==> src/rtl/keccak_pkg.sv <==
// Shared constants for the Keccak-f[1600] sponge controller and its round counter.
package keccak_pkg;

  localparam int KECCAK_ROUNDS = 24;
  localparam int KECCAK_UNROLL = 2;
  localparam int RATE_BITS     = 1088;
  localparam int DIGEST_BITS   = 256;
  localparam int ROUND_IDX_W   = 5;

  typedef logic [1:0] ctrl_state_t;

  localparam logic [1:0] ST_IDLE = 2'd0;
  localparam logic [1:0] ST_RUN  = 2'd1;
  localparam logic [1:0] ST_WAIT = 2'd2;
  localparam logic [1:0] ST_DONE = 2'd3;

endpackage

==> src/rtl/keccak_round_cnt.sv <==
// Round-pair counter: load-to-1 on absorb, increment through RUN, flag the final pair.
module keccak_round_cnt #(
  parameter int PAIRS  = 12,
  parameter int UNROLL = 2,
  parameter int IDX_W  = 5
) (
  input  logic             clk,
  input  logic             reset,
  input  logic             clr_i,
  input  logic             load_i,
  input  logic             inc_i,
  output logic [IDX_W-1:0] round_idx_o,
  output logic             tc_o
);

  localparam int CNT_W = (PAIRS > 2) ? $clog2(PAIRS) : 1;

  logic [CNT_W-1:0] pair_q, pair_d;

  always_comb begin
    pair_d = pair_q;
    if (clr_i)       pair_d = '0;
    else if (load_i) pair_d = CNT_W'(1);
    else if (inc_i)  pair_d = pair_q + 1'b1;
  end

  always_ff @(posedge clk or posedge reset) begin
    if (reset) pair_q <= '0;
    else       pair_q <= pair_d;
  end

  assign round_idx_o = IDX_W'(32'(pair_q) * UNROLL);
  assign tc_o        = (pair_q == CNT_W'(PAIRS - 1));

endmodule

==> src/rtl/keccak_sponge_ctrl.sv <==
// Sequencer for the 2-round-unrolled Keccak-f[1600] sponge: block handshake, round stepping, digest hold.
module keccak_sponge_ctrl
  import keccak_pkg::*;
#(
  parameter int ROUNDS = KECCAK_ROUNDS,
  parameter int UNROLL = KECCAK_UNROLL,
  parameter int BCNT_W = 16
) (
  input  logic                   clk,
  input  logic                   reset,
  input  logic                   flush,
  input  logic                   blk_valid,
  input  logic                   blk_last,
  output logic                   blk_ready,
  output logic                   core_clear,
  output logic                   core_absorb,
  output logic                   core_enable,
  output logic [ROUND_IDX_W-1:0] round_idx,
  output logic                   busy,
  output logic                   digest_valid,
  input  logic                   digest_ack,
  output logic [BCNT_W-1:0]      blk_count
);

  localparam int PAIRS = ROUNDS / UNROLL;

  ctrl_state_t              state_q, state_d;
  logic                     last_q, last_d;
  logic [BCNT_W-1:0]        bcnt_q, bcnt_d;
  logic                     accept, in_run, run_live, tc;
  logic [ROUND_IDX_W-1:0]   cnt_idx;

  assign in_run   = (state_q == ST_RUN);
  assign run_live = in_run & ~flush;

  // The accept cycle is itself pair 0, so round_idx stays 0 there while absorb is applied.
  assign blk_ready    = ((state_q == ST_IDLE) || (state_q == ST_WAIT)) && !flush;
  assign accept       = blk_valid & blk_ready;
  assign core_absorb  = accept;
  assign core_clear   = accept && (state_q == ST_IDLE);
  assign core_enable  = accept | run_live;
  assign busy         = run_live;
  assign digest_valid = (state_q == ST_DONE) && !flush;
  assign round_idx    = run_live ? cnt_idx : '0;
  assign blk_count    = bcnt_q;

  keccak_round_cnt #(
    .PAIRS  (PAIRS),
    .UNROLL (UNROLL),
    .IDX_W  (ROUND_IDX_W)
  ) u_round_cnt (
    .clk         (clk),
    .reset       (reset),
    .clr_i       (flush),
    .load_i      (accept),
    .inc_i       (in_run & ~tc),
    .round_idx_o (cnt_idx),
    .tc_o        (tc)
  );

  always_comb begin
    state_d = state_q;
    last_d  = last_q;
    bcnt_d  = bcnt_q;
    if (flush) begin
      state_d = ST_IDLE;
      last_d  = 1'b0;
      bcnt_d  = '0;
    end else begin
      case (state_q)
        ST_IDLE, ST_WAIT: begin
          if (accept) begin
            state_d = ST_RUN;
            last_d  = blk_last;
            if (state_q == ST_IDLE)  bcnt_d = BCNT_W'(1);
            else if (bcnt_q != '1)   bcnt_d = bcnt_q + 1'b1;
          end
        end
        ST_RUN: begin
          if (tc) state_d = last_q ? ST_DONE : ST_WAIT;
        end
        ST_DONE: begin
          if (digest_ack) state_d = ST_IDLE;
        end
        default: state_d = ST_IDLE;
      endcase
    end
  end

  always_ff @(posedge clk or posedge reset) begin
    if (reset) begin
      state_q <= ST_IDLE;
      last_q  <= 1'b0;
      bcnt_q  <= '0;
    end else begin
      state_q <= state_d;
      last_q  <= last_d;
      bcnt_q  <= bcnt_d;
    end
  end

endmodule
==> config.mk <==
export PLATFORM = sky130hd
export DESIGN_NAME = keccak_sponge_ctrl
export DESIGN_NICKNAME = d
export VERILOG_FILES = /design/src/rtl/keccak_pkg.sv /design/src/rtl/keccak_round_cnt.sv /design/src/rtl/keccak_sponge_ctrl.sv
export SDC_FILE = /design/constraint.sdc
export NUM_CORES = 1
export LEC_CHECK = 0
export BUFFER_PORTS_ARGS = -buffer_cell sky130_fd_sc_hd__buf_2
export CAP_MARGIN = 20
export CORE_UTILIZATION = 54
export CTS_CLUSTER_DIAMETER = 80
export CTS_CLUSTER_SIZE = 10
export DETAILED_ROUTE_END_ITERATION = 16
export GPL_TIMING_DRIVEN = 0
export PLACE_DENSITY = 0.76
export SLEW_MARGIN = 40
export SYNTH_ARGS = -nofsm -noshare
export SYNTH_HDL_FRONTEND = slang
export SYNTH_SLANG_ARGS = --single-unit
==> constraint.sdc <==
create_clock -name clk -period 2.42 [get_ports clk]
set_input_delay 0.121 -clock clk [delete_from_list [all_inputs] [get_ports clk]]
set_output_delay 0.121 -clock clk [all_outputs]
set_load 0.01 [all_outputs]
==> results_tabular.tex, run 1 <==
\begin{tabular}{lr}
\hline
Metric & Value \\
\hline
\multicolumn{2}{l}{\textbf{Floorplanning}} \\
Starting utilization of the core area & 0.5905 \\
Number of top-level pins & 33 \\
Total core area & 2545 um\^{}2 \\
Number of core rows & 18 \\
Die Span Y & 54.75 um \\
Die outline area & 2998 um\^{}2 \\
Die Width & 54.75 um \\
\multicolumn{2}{l}{\textbf{Worst setup path}} \\
Worst setup path startpoint & blk\_count[0]\$\_DFFE\_PP0P\_ \\
Worst Path Class, Setup & flip-flop to flip-flop \\
WP data arrival & 2.23 ns \\
Maximum fanout along the worst path & 10 \\
Type of origin of the critical path & flip-flop \\
Critical register-to-register path startpoint & blk\_count[0]\$\_DFFE\_PP0P\_ \\
Endpoint class of the critical path & flip-flop \\
Required time reported for the critical path endpoint & 2.64 ns \\
\multicolumn{2}{l}{\textbf{Synthesis}} \\
Post-synthesis cell type count & 48 \\
Most frequent cell after synthesis & sky130\_fd\_sc\_hd\_\_dfrtp\_1 \\
Post-synth top area cell & sky130\_fd\_sc\_hd\_\_dfrtp\_1 \\
EDFF count, synth & 0 \\
Synthesized Nets & 169 \\
Post-synthesis average cell area & 9.333 um\^{}2 \\
Share of Yosys cell area claimed by the top area cell type & 0.3830 \\
Fraction of synthesis flops using an asynchronous set or reset pin & 1.000 \\
Post-Synthesis Cells & 161 \\
Synth warn & 0 \\
Sequential fraction of the synthesis area & 0.3830 \\
Syn Std Cell Area & 1503 um\^{}2 \\
Yosys reg bits & 23 \\
Predominant post-synthesis flop cell & sky130\_fd\_sc\_hd\_\_dfrtp\_1 \\
Most frequent cells after synthesis & sky130\_fd\_sc\_hd\_\_dfrtp\_1, sky130\_fd\_sc\_hd\_\_nand2\_1, sky130\_fd\_sc\_hd\_\_o21ai\_0 \\
Leading post-synthesis cells by cell area & sky130\_fd\_sc\_hd\_\_dfrtp\_1, sky130\_fd\_sc\_hd\_\_o22a\_1, sky130\_fd\_sc\_hd\_\_o21ai\_0 \\
\multicolumn{2}{l}{\textbf{Route}} \\
DRC Markers & 0 \\
WL per Instance & 15.70 um \\
Post-route ant nets & 0 \\
DRC marker count from the first detailed-route iteration & 29 \\
Overall routed net length & 3.564 mm \\
Vias/cell & 6.053 \\
Pre-Repair DR Iteration Count & 4 \\
Routed vias & 1374 \\
\multicolumn{2}{l}{\textbf{Global route}} \\
Global routing met3 resource utilization & 0.02778 \\
GR met1 Demand/Resource & 0.3576 \\
Total track usage & 0.2613 \\
Layer carrying the most global-route usage & met2 \\
Met2 capacity usage during global routing & 0.4137 \\
Number of antenna violations at the first check in global routing & 0 \\
First-pass GRT wire length & 5.513 mm \\
Largest net degree at the start of global routing & 24 \\
Vias in the first global route & 1165 \\
Total congestion overflow after global routing & 0 \\
\multicolumn{2}{l}{\textbf{STA}} \\
RSZ-0062 raised after global routing & false \\
Final count of negative-setup-slack endpoints & 0 \\
Final total negative setup slack & 0 ns \\
Post-layout min period & 2.006 ns \\
Least setup slack across all paths after layout & 0.4140 ns \\
Max-slew violation count & 0 \\
Clock skew & 0.003562 ns \\
Portion of the clock cycle consumed by the worst path in the final layout & 0.8289 \\
Achievable frequency & 0.4985 GHz \\
Worst-Margin Slew & 0.5708 ns \\
Final number of hold-violating endpoints & 0 \\
Worst-case headroom to the max-slew limit & 0.6166 \\
\multicolumn{2}{l}{\textbf{Power and ir drop}} \\
Leak pwr & 0.0008908 uW \\
Max IR drop VDD & 320.2 uV \\
Power per unit of standard cell area & 432.6 nW/um\^{}2 \\
Post-layout total power & 749.7 uW \\
\multicolumn{2}{l}{\textbf{Clock tree}} \\
Root cell of the clock tree & sky130\_fd\_sc\_hd\_\_clkbuf\_4 \\
CTS H-tree lvls & 1 \\
TritonCTS clock tree & built \\
Number of instances resized during post-cts repair & 0 \\
Clk buf depth & 2 \\
Number of hold buffers added after CTS & 1 \\
Insertion delay of the later-clocked pin in the worst-skew pair & 0.32 ns \\
Clock transition at the registers of the reported paths & 0.13 ns \\
Count of buffers added by post-CTS timing repair for setup & 0 \\
Inserted Clock Buffers & 3 \\
\# clock sinks & 23 \\
\multicolumn{2}{l}{\textbf{Cells and area}} \\
Share of final-layout standard cells stronger than drive strength 1 & 0.2893 \\
Signed area change from the synthesized netlist to the final layout & 15.32\% \\
Post-route cell area & 1733 um\^{}2 \\
Post-layout nets & 206 \\
Number of diodes & 0 \\
Cell Count, Final, Fillers Out & 227 \\
\multicolumn{2}{l}{\textbf{Min path}} \\
Class of the tightest hold or removal check & input port to flip-flop \\
Worst min-delay path startpoint & blk\_last \\
\multicolumn{2}{l}{\textbf{Flow run}} \\
Max-cap check violation count & 0 \\
\multicolumn{2}{l}{\textbf{Place}} \\
DP Area & 1695 um\^{}2 \\
Pre-CTS worst setup slack & 0.4531 ns \\
Half-perimeter wire length after detailed placement & 2.531 mm \\
Instance count after placement with tap cells included & 222 \\
Port buffer count & 31 \\
Weighted congestion reported at the end of routability-driven placement & 0.8550 \\
\multicolumn{2}{l}{\textbf{Status}} \\
Result of the run & finished clean \\
\hline
\end{tabular}
## cell families (layout without fill, tap and decap cells)
family / after synthesis / in the layout / synth area share
AO/OA/AOI/OAI: 51 / 51 / 0.2481
XOR/XNOR: 2 / 2 / 0.01166
adder cells (fa/ha/maj): 2 / 2 / 0.01665
buffers and inverters: 19 / 55 / 0.06910
flip-flops: 23 / 23 / 0.3830
multiplexers: 5 / 5 / 0.03663
other: 1 / 1 / 0.002496
AND/OR/NAND/NOR: 58 / 58 / 0.2323
## stage by stage
stage | hold slack [ns] | utilization
2_1_floorplan | 0.1229 | -
3_3_place_gp | 0.3505 | 0.6662
3_5_place_dp | 0.1740 | 0.6662
4_1_cts | 0.01580 | 0.6809
5_1_grt | 0.02800 | 0.6809
6_report | 0.02276 | 0.6809
## final cells by class
| class | count | area, um^2 |
|---|---|---|
| plain buffers | 10 | 70.07 |
| clock buffers | 3 | 22.52 |
| clock inverters | 1 | 5.005 |
| fillers | 218 | 812.0 |
| inverters | 9 | 33.78 |
| multi-input cells | 119 | 823.3 |
| flip-flops and latches | 23 | 575.6 |
| well taps | 30 | 37.54 |
| repair buffers | 32 | 165.2 |
## registers in the layout, summed over array words and instances (netlist names)
register,cells
blk_count,16
last_q,1
state_q,2
u_round_cnt.pair_q,4
## placed cells by master (no fill, tap or decap), types with 5 or more instances in the layout
master and instances:
sky130_fd_sc_hd__dfrtp_1 23, sky130_fd_sc_hd__inv_1 8, sky130_fd_sc_hd__o22a_1 7, sky130_fd_sc_hd__a21oi_1 9, sky130_fd_sc_hd__nand2_1 12, sky130_fd_sc_hd__nand4_1 7
sky130_fd_sc_hd__and2_1 5, sky130_fd_sc_hd__nor2_1 7, sky130_fd_sc_hd__o21ai_0 10, sky130_fd_sc_hd__buf_2 36
## final timing paths
path | end | slack [ns] | cells after the start
max | blk_count[0]$_DFFE_PP0P_ | 0.41 | 7
min | last_q$_DFFE_PP0P_ | 0.02 | 2
max reg2reg | blk_count[0]$_DFFE_PP0P_ | 0.41 | 7
min reg2reg | blk_count[10]$_DFFE_PP0P_ | 0.53 | 1
max in group asynchronous | blk_count[1]$_DFFE_PP0P_ | 1.74 | 3
min in group asynchronous | blk_count[9]$_DFFE_PP0P_ | 0.35 | 3
## metal layers
layer,vias up,wire (um)
met4,0,40
li1,671,-
met1,653,1689
met5,-,0
met2,45,1623
met3,5,210
## report_power, final
| group | total, uW | internal [uW] | switching, uW |
|---|---|---|---|
| sequential | 418 | 399 | 18.1 |
| clock | 188 | 62.0 | 126 |
| combinational | 144 | 59.4 | 84.7 |
## worst max-delay path, stage by stage (launching register included)
cell and delay [ns]:
sky130_fd_sc_hd__dfrtp_1 0.47, sky130_fd_sc_hd__ha_1 0.26, sky130_fd_sc_hd__and3_4 0.19, sky130_fd_sc_hd__buf_6 0.13
sky130_fd_sc_hd__and4_4 0.18, sky130_fd_sc_hd__buf_6 0.14, sky130_fd_sc_hd__a21oi_4 0.22, sky130_fd_sc_hd__mux2_4 0.32
No activity file was read; power rests on OpenSTA's default activity.
==> run 2: changes to the inputs <==
Settings changed: ABC_AREA set to 1.
Clock period 2.42 ns to 1.95 ns, I/O delays scaled along.
==> results_tabular.tex, run 2 <==
\begin{tabular}{lr}
\hline
Metric & Value \\
\hline
\multicolumn{2}{l}{\textbf{STA}} \\
Clock skew & 0.004063 ns (+0.0005009 ns) \\
Final total negative setup slack & 0 ns (unchanged) \\
Achievable frequency & 0.5913 GHz (+19\%) \\
Worst hold margin & 0.004941 ns (-0.01782 ns) \\
Portion of the clock cycle consumed by the worst path in the final layout & 0.8673 (+0.03839) \\
RSZ-0062 raised after global routing & false \\
Final number of hold-violating endpoints & 0 (unchanged) \\
Post-layout min period & 1.691 ns (-0.3147 ns) \\
Final count of negative-setup-slack endpoints & 0 (unchanged) \\
Max-slew violation count & 0 (unchanged) \\
\multicolumn{2}{l}{\textbf{Cells and area}} \\
Post-route cell area & 1760 um\^{}2 (+1.6\%) \\
Number of diodes & 0 (unchanged) \\
Top library cells by usage in the layout, fill and taps aside & sky130\_fd\_sc\_hd\_\_nand2\_1, sky130\_fd\_sc\_hd\_\_buf\_2, sky130\_fd\_sc\_hd\_\_nor2\_1, sky130\_fd\_sc\_hd\_\_dfrtp\_1, sky130\_fd\_sc\_hd\_\_nand3\_1 \\
Signed area change from the synthesized netlist to the final layout & 14.95\% \\
Flip-flop count of the largest register, all copies and words added & 16 (unchanged) \\
Count of fill cells added during filler insertion & 235 (+7.8\%) \\
Share of final-layout standard cells stronger than drive strength 1 & 0.2450 (-0.04436) \\
Commonest non-fill, non-tap cell in the layout & sky130\_fd\_sc\_hd\_\_nand2\_1 \\
Post-layout nets & 258 (+25\%) \\
Cell Count, Final, Fillers Out & 279 (+23\%) \\
\multicolumn{2}{l}{\textbf{Synthesis}} \\
Syn Std Cell Area & 1531 um\^{}2 (+1.9\%) \\
Synthesized Nets & 221 (+31\%) \\
Predominant post-synthesis flop cell & sky130\_fd\_sc\_hd\_\_dfrtp\_1 \\
Post-synth top area cell & sky130\_fd\_sc\_hd\_\_dfrtp\_1 \\
Most frequent cell after synthesis & sky130\_fd\_sc\_hd\_\_nand2\_1 \\
Sequential fraction of the synthesis area & 0.3758 (-0.007197) \\
Fraction of synthesis flops using an asynchronous set or reset pin & 1.000 (unchanged) \\
Post-synthesis average cell area & 7.190 um\^{}2 (-23\%) \\
Leading post-synthesis cells by cell area & sky130\_fd\_sc\_hd\_\_dfrtp\_1, sky130\_fd\_sc\_hd\_\_nand2\_1, sky130\_fd\_sc\_hd\_\_nand3\_1 \\
Post-Synthesis Cells & 213 (+32\%) \\
Share of Yosys cell area claimed by the top area cell type & 0.3758 (-0.007197) \\
Synth warn & 0 (unchanged) \\
Post-synthesis cell type count & 31 (-35\%) \\
EDFF count, synth & 0 (unchanged) \\
Most frequent cells after synthesis & sky130\_fd\_sc\_hd\_\_nand2\_1, sky130\_fd\_sc\_hd\_\_nor2\_1, sky130\_fd\_sc\_hd\_\_dfrtp\_1 \\
Yosys reg bits & 23 (unchanged) \\
\multicolumn{2}{l}{\textbf{Route}} \\
Overall routed net length & 3.451 mm (-3.2\%) \\
Wire length on met1 & 1.655 mm (-2.0\%) \\
Pre-Repair DR Iteration Count & 4 (unchanged) \\
Post-route ant nets & 0 (unchanged) \\
Routed wire length on met3 & 138 um (-34\%) \\
Highest metal used & met4 \\
DRC Markers & 0 (unchanged) \\
Vias/cell & 5.319 (-12\%) \\
WL per Instance & 12.37 um (-21\%) \\
DRC marker count from the first detailed-route iteration & 78 (+170\%) \\
Routed vias & 1484 (+8.0\%) \\
Wire length on met2 & 1.629 mm (+0.37\%) \\
\multicolumn{2}{l}{\textbf{Global route}} \\
Largest net degree at the start of global routing & 24 (unchanged) \\
Total track usage & 0.2438 (-0.01752) \\
Vias in the first global route & 1299 (+12\%) \\
Total congestion overflow after global routing & 0 (unchanged) \\
First-pass GRT wire length & 5.920 mm (+7.4\%) \\
Number of antenna violations at the first check in global routing & 0 (unchanged) \\
\multicolumn{2}{l}{\textbf{Place}} \\
Weighted congestion reported at the end of routability-driven placement & 0.8816 (+3.1\%) \\
Port buffer count & 31 (unchanged) \\
DP Area & 1724 um\^{}2 (+1.7\%) \\
Half-perimeter wire length after detailed placement & 2.597 mm (+2.6\%) \\
Instance count after placement with tap cells included & 274 (+23\%) \\
\multicolumn{2}{l}{\textbf{Worst setup path}} \\
Endpoint class of the critical path & flip-flop \\
Reg2Reg Depth & 10 (+3) \\
Required time reported for the critical path endpoint & 2.20 ns (-0.44 ns) \\
Slowest cell on the critical path & sky130\_fd\_sc\_hd\_\_dfrtp\_1 \\
Buffers and inverters on the worst path & 1 (-1) \\
Type of origin of the critical path & flip-flop \\
Setup slack of the worst register-to-register path & 0.26 ns (-0.16 ns) \\
Critical path endpoint & blk\_count[2]\$\_DFFE\_PP0P\_ \\
Peak per-stage delay on the critical path & 0.46 ns (about the same) \\
Maximum fanout along the worst path & 10 (unchanged) \\
Reg-to-reg endpoint & blk\_count[2]\$\_DFFE\_PP0P\_ \\
Number of cells on the critical path & 10 (+3) \\
Dominant delay contributor by cell family on the critical path & simple AND/OR/NAND/NOR gates \\
Critical register-to-register path startpoint & blk\_count[0]\$\_DFFE\_PP0P\_ \\
Worst Path Class, Setup & flip-flop to flip-flop \\
Cells along the critical path & ha\_1 -> nand2\_1 -> nor2\_4 -> nand2\_2 -> nor2\_4 -> nand2\_4 -> nand2\_8 -> buf\_8 -> nand2\_1 -> o21ai\_2 \\
WP data arrival & 1.94 ns (-0.29 ns) \\
Worst setup path startpoint & blk\_count[0]\$\_DFFE\_PP0P\_ \\
\multicolumn{2}{l}{\textbf{Floorplanning}} \\
Number of core rows & 18 (unchanged) \\
Starting utilization of the core area & 0.5965 (+0.006029) \\
Number of top-level pins & 33 (unchanged) \\
Die outline area & 3053 um\^{}2 (+1.9\%) \\
Total core area & 2567 um\^{}2 (+0.88\%) \\
Die Width & 55.26 um (+0.92\%) \\
Die Span Y & 55.26 um (+0.92\%) \\
\multicolumn{2}{l}{\textbf{Clock tree}} \\
Clock transition at the registers of the reported paths & 0.12 ns (about the same) \\
Number of hold buffers added after CTS & 1 (unchanged) \\
Insertion delay of the later-clocked pin in the worst-skew pair & 0.31 ns (about the same) \\
Clk buf depth & 2 (unchanged) \\
Root cell of the clock tree & sky130\_fd\_sc\_hd\_\_clkbuf\_4 \\
Count of buffers added by post-CTS timing repair for setup & 0 (unchanged) \\
\# clock sinks & 23 (unchanged) \\
TritonCTS clock tree & built \\
Number of instances resized during post-cts repair & 0 (unchanged) \\
Inserted Clock Buffers & 3 (unchanged) \\
CTS H-tree lvls & 1 (unchanged) \\
\multicolumn{2}{l}{\textbf{Power and ir drop}} \\
Max IR drop VDD & 848.0 uV (+160\%) \\
Switching part of the total power & 0.4074 (+0.1022) \\
Internal & 776.1 uW (+49\%) \\
Net load switching power & 533.6 uW (+130\%) \\
Sequential Power Share & 0.474 (-0.083) \\
Clock network power share & 0.172 (-0.079) \\
Leak pwr & 0.0008907 uW (about the same) \\
Power per unit of standard cell area & 744.0 nW/um\^{}2 (+72\%) \\
Combinational share of power & 0.354 (+0.162) \\
\multicolumn{2}{l}{\textbf{Status}} \\
Result of the run & finished clean \\
\multicolumn{2}{l}{\textbf{Flow run}} \\
Max-cap check violation count & 0 (unchanged) \\
\multicolumn{2}{l}{\textbf{Min path}} \\
Class of the tightest hold or removal check & input port to flip-flop \\
Worst min-delay path startpoint & blk\_last \\
\hline
\end{tabular}
[run 2: cell types whose count changed after synthesis, moves of 6 or more]
cell,previous run,this run
sky130_fd_sc_hd__nor2_1,7,24
sky130_fd_sc_hd__nand2_1,12,66
sky130_fd_sc_hd__o21ai_1,1,7
sky130_fd_sc_hd__nand3_1,4,21
sky130_fd_sc_hd__a21oi_1,9,2
sky130_fd_sc_hd__o22a_1,7,0
sky130_fd_sc_hd__inv_1,9,21
[run 2: cells by family (layout without fill, tap and decap cells)]
| group | Yosys count | after routing | synth area share |
|---|---|---|---|
| xor+xnor | 4 | 4 | 0.02288 |
| compound gates | 24 | 24 | 0.1005 |
| fa+ha+maj | 2 | 2 | 0.01634 |
| simple gates | 132 | 132 | 0.4044 |
| flops | 23 | 23 | 0.3758 |
| other cells | 1 | 1 | 0.002449 |
| buf+inv | 27 | 63 | 0.07762 |
[run 2: per-stage QoR]
stage	worst slack, ns	util	total power, uW
floorplan	0.4298	-	947.6
finish	0.2587	0.6857	1310
global placement	0.3376	0.6715	1069
global route	0.1242	0.6857	1389
detailed placement	0.2936	0.6715	1088
CTS	0.2497	0.6857	1316
[run 2: power by group through the flow]
stage                     sequential, uW  combinational (uW)  clock, uW
after floorplan                      617                 330          0
after global placement               623                 446          0
after detailed placement             628                 460          0
after CTS                            619                 462        235
after global routing                 630                 510        249
final                                621                 463        225
[run 2: metal layers]
layer / vias to the layer above / track usage
met4: 0 / 0.08571
met1: 688 / 0.3678
met2: 43 / 0.3649
met3: 3 / 0.02342
li1: 750 / -
met5: - / 0
[run 2: final cells by class]
type | count | area, um^2 | area share
multi-input combinational | 163 | 837.1 | 0.4755
sequential | 23 | 575.6 | 0.3269
timing repair buffer | 32 | 165.2 | 0.09382
inverter | 25 | 96.34 | 0.05473
tap | 30 | 37.54 | 0.02132
clock buffer | 4 | 26.28 | 0.01493
buffer | 2 | 22.52 | 0.01279
[run 2: worst min-delay path by stage]
stage,slack [ns],to,cells after the start
after floorplan,0.1,blk_count[0]$_DFFE_PP0P_,1
after global placement,0.31,u_round_cnt.pair_q[1]$_DFFE_PP0P_,2
after detailed placement,0.15,blk_count[2]$_DFFE_PP0P_,2
after CTS,0.006,last_q$_DFFE_PP0P_,2
after global routing,0.03,last_q$_DFFE_PP0P_,2
final,0.005,last_q$_DFFE_PP0P_,2
